$ cat src/rtl/vga_sink_pkg.sv
// Shared VGA sink types, 640x480 timing defaults and small helpers.
// Also consumed by the timing generator so both ends agree on the frame geometry.
package vga_sink_pkg;

    typedef enum logic [1:0] {
        SEARCH  = 2'd0,
        MEASURE = 2'd1,
        LOCKED  = 2'd2
    } state_t;

    localparam int unsigned ERR_H_TOTAL = 0;
    localparam int unsigned ERR_V_TOTAL = 1;
    localparam int unsigned ERR_ACTIVE  = 2;

    localparam int unsigned H_ACTIVE_DEF    = 640;
    localparam int unsigned H_TOTAL_DEF     = 800;
    localparam int unsigned V_ACTIVE_DEF    = 480;
    localparam int unsigned V_TOTAL_DEF     = 525;
    localparam int unsigned LOCK_FRAMES_DEF = 2;

    localparam int unsigned CNT_W = 11;
    typedef logic [CNT_W-1:0] cnt_t;

    // Timing counters stick at all-ones so a missing sync can never alias a good count.
    function automatic cnt_t sat_inc(input cnt_t v);
        return (v == '1) ? v : v + cnt_t'(1);
    endfunction

    function automatic logic [31:0] sum_step(input logic [31:0] s, input logic [23:0] rgb);
        return {s[30:0], s[31]} ^ {8'h00, rgb};
    endfunction

endpackage

$ cat src/rtl/vga_sink_if.sv
// VGA pin bundle between the display pipeline (master) and the sink (slave).
interface vga_sink_if;
    logic       VGA_CLK;
    logic       VGA_HS;
    logic       VGA_VS;
    logic       VGA_BLANK_N;
    logic [7:0] VGA_R;
    logic [7:0] VGA_G;
    logic [7:0] VGA_B;

    modport master (
        output VGA_CLK, VGA_HS, VGA_VS, VGA_BLANK_N, VGA_R, VGA_G, VGA_B
    );

    modport slave (
        input VGA_CLK, VGA_HS, VGA_VS, VGA_BLANK_N, VGA_R, VGA_G, VGA_B
    );
endinterface

$ cat src/rtl/vga_edge_sampler.sv
// Registers the VGA pins once and derives pixel strobe and sync/blank edge pulses.
module vga_edge_sampler (
    input  logic        clk,
    input  logic        reset,
    vga_sink_if.slave   vga,
    output logic [23:0] rgb,
    output logic        blank,
    output logic        strobe,
    output logic        hs_fall,
    output logic        vs_fall,
    output logic        blank_rise,
    output logic        blank_fall
);
    logic s_clk, s_hs, s_vs, s_blank;
    logic d_clk, d_hs, d_vs, d_blank;
    logic [23:0] s_rgb;

    // Reset to 0 so the first sample after reset can only show rising syncs, never a false fall.
    always_ff @(posedge clk) begin
        if (reset) begin
            s_clk   <= 1'b0;
            s_hs    <= 1'b0;
            s_vs    <= 1'b0;
            s_blank <= 1'b0;
            s_rgb   <= '0;
            d_clk   <= 1'b0;
            d_hs    <= 1'b0;
            d_vs    <= 1'b0;
            d_blank <= 1'b0;
        end else begin
            s_clk   <= vga.VGA_CLK;
            s_hs    <= vga.VGA_HS;
            s_vs    <= vga.VGA_VS;
            s_blank <= vga.VGA_BLANK_N;
            s_rgb   <= {vga.VGA_R, vga.VGA_G, vga.VGA_B};
            d_clk   <= s_clk;
            d_hs    <= s_hs;
            d_vs    <= s_vs;
            d_blank <= s_blank;
        end
    end

    assign rgb        = s_rgb;
    assign blank      = s_blank;
    assign strobe     = s_clk & ~d_clk;
    assign hs_fall    = ~s_hs & d_hs;
    assign vs_fall    = ~s_vs & d_vs;
    assign blank_rise = s_blank & ~d_blank;
    assign blank_fall = ~s_blank & d_blank;
endmodule

$ cat src/rtl/vga_sink.sv
// VGA receiver: recovers pixel coordinates, checks frame timing and locks onto the stream.
// Define VGA_SINK_CHECKSUM_EN to build the per-frame rotate/xor checksum; otherwise frame_sum is 0.
module vga_sink
    import vga_sink_pkg::*;
#(
    parameter int unsigned H_ACTIVE    = H_ACTIVE_DEF,
    parameter int unsigned H_TOTAL     = H_TOTAL_DEF,
    parameter int unsigned V_ACTIVE    = V_ACTIVE_DEF,
    parameter int unsigned V_TOTAL     = V_TOTAL_DEF,
    parameter int unsigned LOCK_FRAMES = LOCK_FRAMES_DEF
) (
    input  logic        clk,
    input  logic        reset,
    vga_sink_if.slave   vga,
    input  logic        err_clr,
    output logic        pix_valid,
    output logic [9:0]  pix_x,
    output logic [9:0]  pix_y,
    output logic [23:0] pix_rgb,
    output logic        frame_done,
    output logic [31:0] frame_sum,
    output logic        locked,
    output logic [2:0]  err
);
    localparam cnt_t       H_ACTIVE_C = cnt_t'(H_ACTIVE);
    localparam cnt_t       H_TOTAL_C  = cnt_t'(H_TOTAL);
    localparam cnt_t       V_ACTIVE_C = cnt_t'(V_ACTIVE);
    localparam cnt_t       V_TOTAL_C  = cnt_t'(V_TOTAL);
    localparam logic [7:0] LOCK_C     = 8'(LOCK_FRAMES);

    logic [23:0] rgb;
    logic        blank, strobe, hs_fall, vs_fall, blank_rise, blank_fall;

    vga_edge_sampler u_sampler (
        .clk        (clk),
        .reset      (reset),
        .vga        (vga),
        .rgb        (rgb),
        .blank      (blank),
        .strobe     (strobe),
        .hs_fall    (hs_fall),
        .vs_fall    (vs_fall),
        .blank_rise (blank_rise),
        .blank_fall (blank_fall)
    );

    state_t     state, state_nxt;
    cnt_t       h_cnt, a_cnt, v_cnt, av_cnt;
    logic [9:0] x_cnt, y_cnt, x_cur;
    logic [7:0] good_cnt, good_inc;
    logic       first_hs, frame_bad, chk_en, enter_measure;
    logic       h_bad, a_bad, v_bad, av_bad, fail, done_now, act_strobe;
    logic [2:0] err_set;

    assign act_strobe    = strobe & blank;
    assign enter_measure = (state == SEARCH) & vs_fall;
    assign good_inc      = good_cnt + 8'd1;
    assign x_cur         = blank_rise ? '0 : x_cnt;

    assign h_bad  = chk_en & hs_fall & ~first_hs & (h_cnt != H_TOTAL_C);
    assign a_bad  = chk_en & blank_fall & (a_cnt != H_ACTIVE_C);
    assign v_bad  = chk_en & vs_fall & (v_cnt != V_TOTAL_C);
    assign av_bad = chk_en & vs_fall & (av_cnt != V_ACTIVE_C);
    assign fail   = h_bad | a_bad | v_bad | av_bad;

    assign done_now = locked & vs_fall & ~fail;

    always_comb begin
        err_set              = '0;
        err_set[ERR_H_TOTAL] = h_bad;
        err_set[ERR_V_TOTAL] = v_bad;
        err_set[ERR_ACTIVE]  = a_bad | av_bad;
    end

    always_ff @(posedge clk) begin
        if (reset) state <= SEARCH;
        else       state <= state_nxt;
    end

    always_comb begin
        state_nxt = state;
        unique case (state)
            SEARCH:  if (vs_fall) state_nxt = MEASURE;
            MEASURE: if (vs_fall && !fail && !frame_bad && good_inc == LOCK_C) state_nxt = LOCKED;
            LOCKED:  if (fail) state_nxt = SEARCH;
            default: state_nxt = SEARCH;
        endcase
    end

    always_comb begin
        locked = 1'b0;
        chk_en = 1'b0;
        unique case (state)
            MEASURE: chk_en = 1'b1;
            LOCKED: begin
                locked = 1'b1;
                chk_en = 1'b1;
            end
            default: ;
        endcase
    end

    // A strobe that coincides with the restarting edge belongs to the new line/frame.
    always_ff @(posedge clk) begin
        if (reset) begin
            h_cnt  <= '0;
            a_cnt  <= '0;
            v_cnt  <= '0;
            av_cnt <= '0;
            x_cnt  <= '0;
            y_cnt  <= '0;
        end else begin
            if (hs_fall || enter_measure) h_cnt <= strobe ? cnt_t'(1) : '0;
            else if (strobe)              h_cnt <= sat_inc(h_cnt);

            if (hs_fall || enter_measure) a_cnt <= act_strobe ? cnt_t'(1) : '0;
            else if (act_strobe)          a_cnt <= sat_inc(a_cnt);

            if (vs_fall)      v_cnt <= hs_fall ? cnt_t'(1) : '0;
            else if (hs_fall) v_cnt <= sat_inc(v_cnt);

            if (vs_fall)         av_cnt <= blank_fall ? cnt_t'(1) : '0;
            else if (blank_fall) av_cnt <= sat_inc(av_cnt);

            if (act_strobe)      x_cnt <= x_cur + 10'd1;
            else if (blank_rise) x_cnt <= '0;

            if (vs_fall)         y_cnt <= '0;
            else if (blank_fall) y_cnt <= y_cnt + 10'd1;
        end
    end

    // A failure on the closing VS edge condemns the old frame, so the new one starts clean.
    always_ff @(posedge clk) begin
        if (reset) begin
            good_cnt  <= '0;
            frame_bad <= 1'b0;
            first_hs  <= 1'b0;
        end else begin
            if (enter_measure) first_hs <= 1'b1;
            else if (hs_fall)  first_hs <= 1'b0;

            if (state == MEASURE) begin
                if (fail) begin
                    good_cnt  <= '0;
                    frame_bad <= ~vs_fall;
                end else if (vs_fall) begin
                    good_cnt  <= frame_bad ? '0 : good_inc;
                    frame_bad <= 1'b0;
                end
            end else begin
                good_cnt  <= '0;
                frame_bad <= 1'b0;
            end
        end
    end

    always_ff @(posedge clk) begin
        if (reset) err <= '0;
        else       err <= (err_clr ? '0 : err) | err_set;
    end

    always_ff @(posedge clk) begin
        if (reset) begin
            pix_valid  <= 1'b0;
            pix_x      <= '0;
            pix_y      <= '0;
            pix_rgb    <= '0;
            frame_done <= 1'b0;
        end else begin
            pix_valid  <= locked & act_strobe;
            frame_done <= done_now;
            if (locked && act_strobe) begin
                pix_x   <= x_cur;
                pix_y   <= y_cnt;
                pix_rgb <= rgb;
            end
        end
    end

`ifdef VGA_SINK_CHECKSUM_EN
    logic [31:0] sum;

    always_ff @(posedge clk) begin
        if (reset) begin
            sum       <= '0;
            frame_sum <= '0;
        end else begin
            if (vs_fall)         sum <= act_strobe ? {8'h00, rgb} : '0;
            else if (act_strobe) sum <= sum_step(sum, rgb);
            if (done_now) frame_sum <= sum;
        end
    end
`else
    assign frame_sum = '0;
`endif

endmodule
$ cat src/flat_wrapper.sv
// flat-port wrapper written by rule: the top's interface ports become plain ports
module vga_sink_flat import vga_sink_pkg::*;
#(
    parameter int unsigned H_ACTIVE    = H_ACTIVE_DEF,
    parameter int unsigned H_TOTAL     = H_TOTAL_DEF,
    parameter int unsigned V_ACTIVE    = V_ACTIVE_DEF,
    parameter int unsigned V_TOTAL     = V_TOTAL_DEF,
    parameter int unsigned LOCK_FRAMES = LOCK_FRAMES_DEF
)
  (clk, reset, err_clr, pix_valid, pix_x, pix_y, pix_rgb, frame_done, frame_sum, locked, err, vga_VGA_CLK, vga_VGA_HS, vga_VGA_VS, vga_VGA_BLANK_N, vga_VGA_R, vga_VGA_G, vga_VGA_B);
  vga_sink_if vga_i ();
  input  logic clk;
  input  logic reset;
  input  logic err_clr;
  output logic pix_valid;
  output logic [9:0] pix_x;
  output logic [9:0] pix_y;
  output logic [23:0] pix_rgb;
  output logic frame_done;
  output logic [31:0] frame_sum;
  output logic locked;
  output logic [2:0] err;
  input wire logic [$bits(vga_i.VGA_CLK)-1:0] vga_VGA_CLK;
  input wire logic [$bits(vga_i.VGA_HS)-1:0] vga_VGA_HS;
  input wire logic [$bits(vga_i.VGA_VS)-1:0] vga_VGA_VS;
  input wire logic [$bits(vga_i.VGA_BLANK_N)-1:0] vga_VGA_BLANK_N;
  input wire logic [$bits(vga_i.VGA_R)-1:0] vga_VGA_R;
  input wire logic [$bits(vga_i.VGA_G)-1:0] vga_VGA_G;
  input wire logic [$bits(vga_i.VGA_B)-1:0] vga_VGA_B;
  assign vga_i.VGA_CLK = vga_VGA_CLK;
  assign vga_i.VGA_HS = vga_VGA_HS;
  assign vga_i.VGA_VS = vga_VGA_VS;
  assign vga_i.VGA_BLANK_N = vga_VGA_BLANK_N;
  assign vga_i.VGA_R = vga_VGA_R;
  assign vga_i.VGA_G = vga_VGA_G;
  assign vga_i.VGA_B = vga_VGA_B;
  vga_sink #(.H_ACTIVE(H_ACTIVE), .H_TOTAL(H_TOTAL), .V_ACTIVE(V_ACTIVE), .V_TOTAL(V_TOTAL), .LOCK_FRAMES(LOCK_FRAMES)) u_core (.clk(clk), .reset(reset), .vga(vga_i), .err_clr(err_clr), .pix_valid(pix_valid), .pix_x(pix_x), .pix_y(pix_y), .pix_rgb(pix_rgb), .frame_done(frame_done), .frame_sum(frame_sum), .locked(locked), .err(err));
endmodule
$ cat config.mk
export PLATFORM = sky130hd
export DESIGN_NAME = vga_sink_flat
export DESIGN_NICKNAME = d
export VERILOG_FILES = /design/src/rtl/vga_sink_pkg.sv /design/src/rtl/vga_sink_if.sv /design/src/rtl/vga_edge_sampler.sv /design/src/rtl/vga_sink.sv /design/src/flat_wrapper.sv
export SDC_FILE = /design/constraint.sdc
export NUM_CORES = 1
export LEC_CHECK = 0
export CAP_MARGIN = 20
export CORE_ASPECT_RATIO = 1.25
export CORE_MARGIN = 4
export CORE_UTILIZATION = 57
export DETAILED_ROUTE_END_ITERATION = 8
export PLACE_DENSITY = 0.85
export SYNTH_ARGS = -nofsm -noshare
export SYNTH_HDL_FRONTEND = slang
export SYNTH_SLANG_ARGS = --single-unit
$ cat constraint.sdc
create_clock -name clk -period 6.6 [get_ports clk]
set_clock_uncertainty 0.2 [all_clocks]
set_input_delay 1.32 -clock clk [delete_from_list [all_inputs] [get_ports clk]]
set_output_delay 1.32 -clock clk [all_outputs]
set_load 0.05 [all_outputs]
==> impl_metrics.json <==
{
  "status": "completed",
  "yosysTopAreaCellShare_pct": 48.4,
  "synthMuxAreaShare_pct": 0.308,
  "grt_antenna_before_repair": 0,
  "grt_overflow_total": 0,
  "synth-compound-area-share_pct": 8.48,
  "whs_endpoint": "u_core.pix_rgb[7]",
  "yosysMostFrequentCell": "dfxtp_1",
  "fin_setup_tns_ns": 0,
  "wl_um": 13900,
  "synth-edff-count": 0,
  "ys_async_sr_fraction_pct": 0,
  "p_leak_uw": 0.00287,
  "r2r-end": "u_core.state[0]",
  "worstPathCellList": "inv_1, ha_1, clkdlybuf4s50_1",
  "ctsResizeCount": 0,
  "hold_buffers": 0,
  "synthAdderAreaFrac_pct": 3.08,
  "areaGrowthSynthToFinish_pct": 20.9,
  "drtIter0Drc": 368,
  "antenna_left": 0,
  "ctsLongestPathBuffers": 2,
  "route.detailed.drc": 0,
  "nets": 866,
  "post-dp-hpwl_um": 9080,
  "reg2reg_depth": 7,
  "slowest_delay_ns": 0.84,
  "routed-via-count": 5224,
  "max_freq_ghz": 0.291,
  "wl_per_cell_um": 14.4,
  "ys_warn_count": 0,
  "crit_path_max_fanout": 5,
  "fin_ws_ns": 3.16,
  "die-width_um": 103,
  "powerDensity_mw_per_mm2": 271,
  "peakVddDrop_uv": 157,
  "cts.sinks": 157,
  "fin_crit_sh_pct": 52.1,
  "tightest_slew_ns": 0.973,
  "synth_area_leaders": "dfxtp_1 48%, nand2_1 6.7%, nor2_1 5.1%, a21oi_1 4.9%, xor2_1 4.9%",
  "n_antenna_cell": 0,
  "r2r-start": "u_core.state[0]",
  "hold_start": "u_core.u_sampler.rgb[7]",
  "io-pin-count": 113,
  "worstHoldPathCells": 2,
  "cts_tree": "yes",
  "rows": 43,
  "setup_viol": 0,
  "timing.final.crit_period_ns": 3.44,
  "netlist_top_cells_count": "157 x dfxtp_1, 116 x nand2_1, 88 x nor2_1, 63 x a21oi_1",
  "synth_top_family_by_area": "simple AND/OR/NAND/NOR gates",
  "port_buffers": 80,
  "ys.flop_type": "dfxtp_1",
  "syn_area_sq_mm": 0.00649,
  "slowest_stage": "clkdlybuf4s50_1",
  "grt_pass1_wl_um": 22700,
  "die_h_um": 127,
  "crit_arrival_ns": 1.92,
  "final_layout_size_suffix_gt1_share_pct": 4.57,
  "clkSlewWorstSetupHoldPaths_ns": 0.06,
  "place_congestion": 0.848,
  "die_area_sq_mm": 0.0132,
  "grt_max_degree": 100,
  "pre_cts_slack_ns": 2.98,
  "syn_inst": 750,
  "synth_seq_cells": 157,
  "firstDrtPassIters": 6,
  "worstPathRequired_ns": 5.08,
  "grt_usage_pct": 21.6,
  "rsz0062_at_grt": "false",
  "drv_cap": 0,
  "finalMaxSlewViolations": 0,
  "crit_path_start_kind": "flop",
  "root_buffer": "clkbuf_16",
  "cts_buffers": 17,
  "crit_type": "reg -> out",
  "htreeDepth": 4,
  "reg2reg_setup_slack_ns": 3.87,
  "synth-simple-area-share_pct": 25.9,
  "cp-end-kind": "output port",
  "viasPerCell": 5.40,
  "clk_latency_ns": 0.42,
  "core-area_sq_mm": 0.0111,
  "avgSynthCellArea_sq_um": 8.65,
  "grt_pass1_vias": 5040,
  "start_util_pct": 58.3,
  "synth_cell_type_count": 42,
  "synth_top_cell_by_area": "dfxtp_1",
  "slew_headroom_pct": 35.1,
  "cts_setup_buffers": 0,
  "hold_path_class": "reg -> reg",
  "yosysSeqAreaShare_pct": 48.4,
  "synthXorXnorAreaFrac_pct": 7.15,
  "finalHoldViolCount": 0
}
==> sequential cells by signal (all words and copies together), names as in the netlist, 10 cells and up <==
register              flops
u_core.a_cnt             11
u_core.av_cnt            11
u_core.h_cnt             11
u_core.pix_rgb           24
u_core.pix_x             10
u_core.pix_y             10
u_core.u_sampler.rgb     24
u_core.v_cnt             11
u_core.x_cnt             10
u_core.y_cnt             10
==> cell type report <==
cell class | instances | area (sq um)
Clock buffer | 19 | 443
Clock inverter | 13 | 155
Fill cell | 809 | 3290
Inverter | 15 | 56.3
Multi-Input combinational cell | 544 | 3040
Sequential cell | 157 | 3140
Tap cell | 135 | 169
Timing Repair Buffer | 84 | 846
==> worst max-delay path by stage <==
stage	slack [ns]	to	from
after global routing	3.07	locked	u_core.state[0]
after CTS	3.14	locked	u_core.state[0]
after detailed placement	2.98	u_core.av_cnt[5]	reset
final	3.16	locked	u_core.state[0]
after global placement	3.10	u_core.v_cnt[5]	reset
after floorplan	4.16	u_core.err[0]	reset
==> kinds of logic after synthesis <==
| group | Yosys count |
|---|---|
| XOR/XNOR | 53 |
| flip-flops | 157 |
| AND/OR/NAND/NOR | 347 |
| AO/OA/AOI/OAI | 94 |
| multiplexers | 2 |
| buffers and inverters | 80 |
| other | 1 |
| adder cells (fa/ha/maj) | 16 |
==> where the power goes <==
group | switching, uW | total (uW) | internal (uW) | leakage [uW]
clock | 396 | 970 | 575 | 0.000283
combinational | 116 | 173 | 57.6 | 0.00132
sequential | 13.1 | 980 | 967 | 0.00127
==> cell usage in the layout, fill, tap and decap left out, drive strengths merged, types with 5 or more instances in the layout <==
cell | Yosys | final
dfxtp | 157 | 157
nand2 | 116 | 116
nor2 | 88 | 88
clkdlybuf4s50 | 0 | 79
a21oi | 63 | 63
nor2b | 36 | 36
xor2 | 36 | 36
conb | 1 | 32
nand3 | 24 | 24
clkbuf | 32 | 19
inv | 15 | 19
xnor2 | 17 | 17
nand4 | 17 | 17
ha | 16 | 16
nand2b | 12 | 12
and3 | 12 | 12
and2 | 8 | 8
nor3 | 8 | 8
and4 | 7 | 7
a41oi | 7 | 7
a31oi | 6 | 6
o21ai | 6 | 6
buf | 33 | 5
==> routing by layer <==
| metal | routed length [um] | part of all wire (%) | vias to the layer above | global-route usage, % |
|---|---|---|---|---|
| met5 | 0 | 0 | - | 0 |
| met4 | 219 | 1.6 | 0 | 8.54 |
| met3 | 758 | 5.4 | 20 | 5.35 |
| met2 | 7140 | 51 | 145 | 36.9 |
| met1 | 5830 | 42 | 2479 | 25.7 |
| li1 | - | - | 2580 | - |
==> stage by stage <==
stage	utilization, %	power [uW]	hold WS (ns)	std cells	instance area (sq um)
2_1_floorplan	-	1140	0.217	781	6610
3_3_place_gp	64.9	1160	0.219	934	7220
3_5_place_dp	64.9	1170	0.227	934	7220
4_1_cts	70.2	2130	0.239	966	7820
5_1_grt	70.5	2200	0.250	967	7850
6_report	70.5	2120	0.235	967	7850
==> critical path, delay by kind of cell (launching register included) <==
kind                     cells  cell delay [ns]
adder cells (fa/ha/maj)      1             0.23
buffers and inverters        2             0.93
flip-flops                   1             0.34
Note: power is estimated with default switching activity, not from simulation.
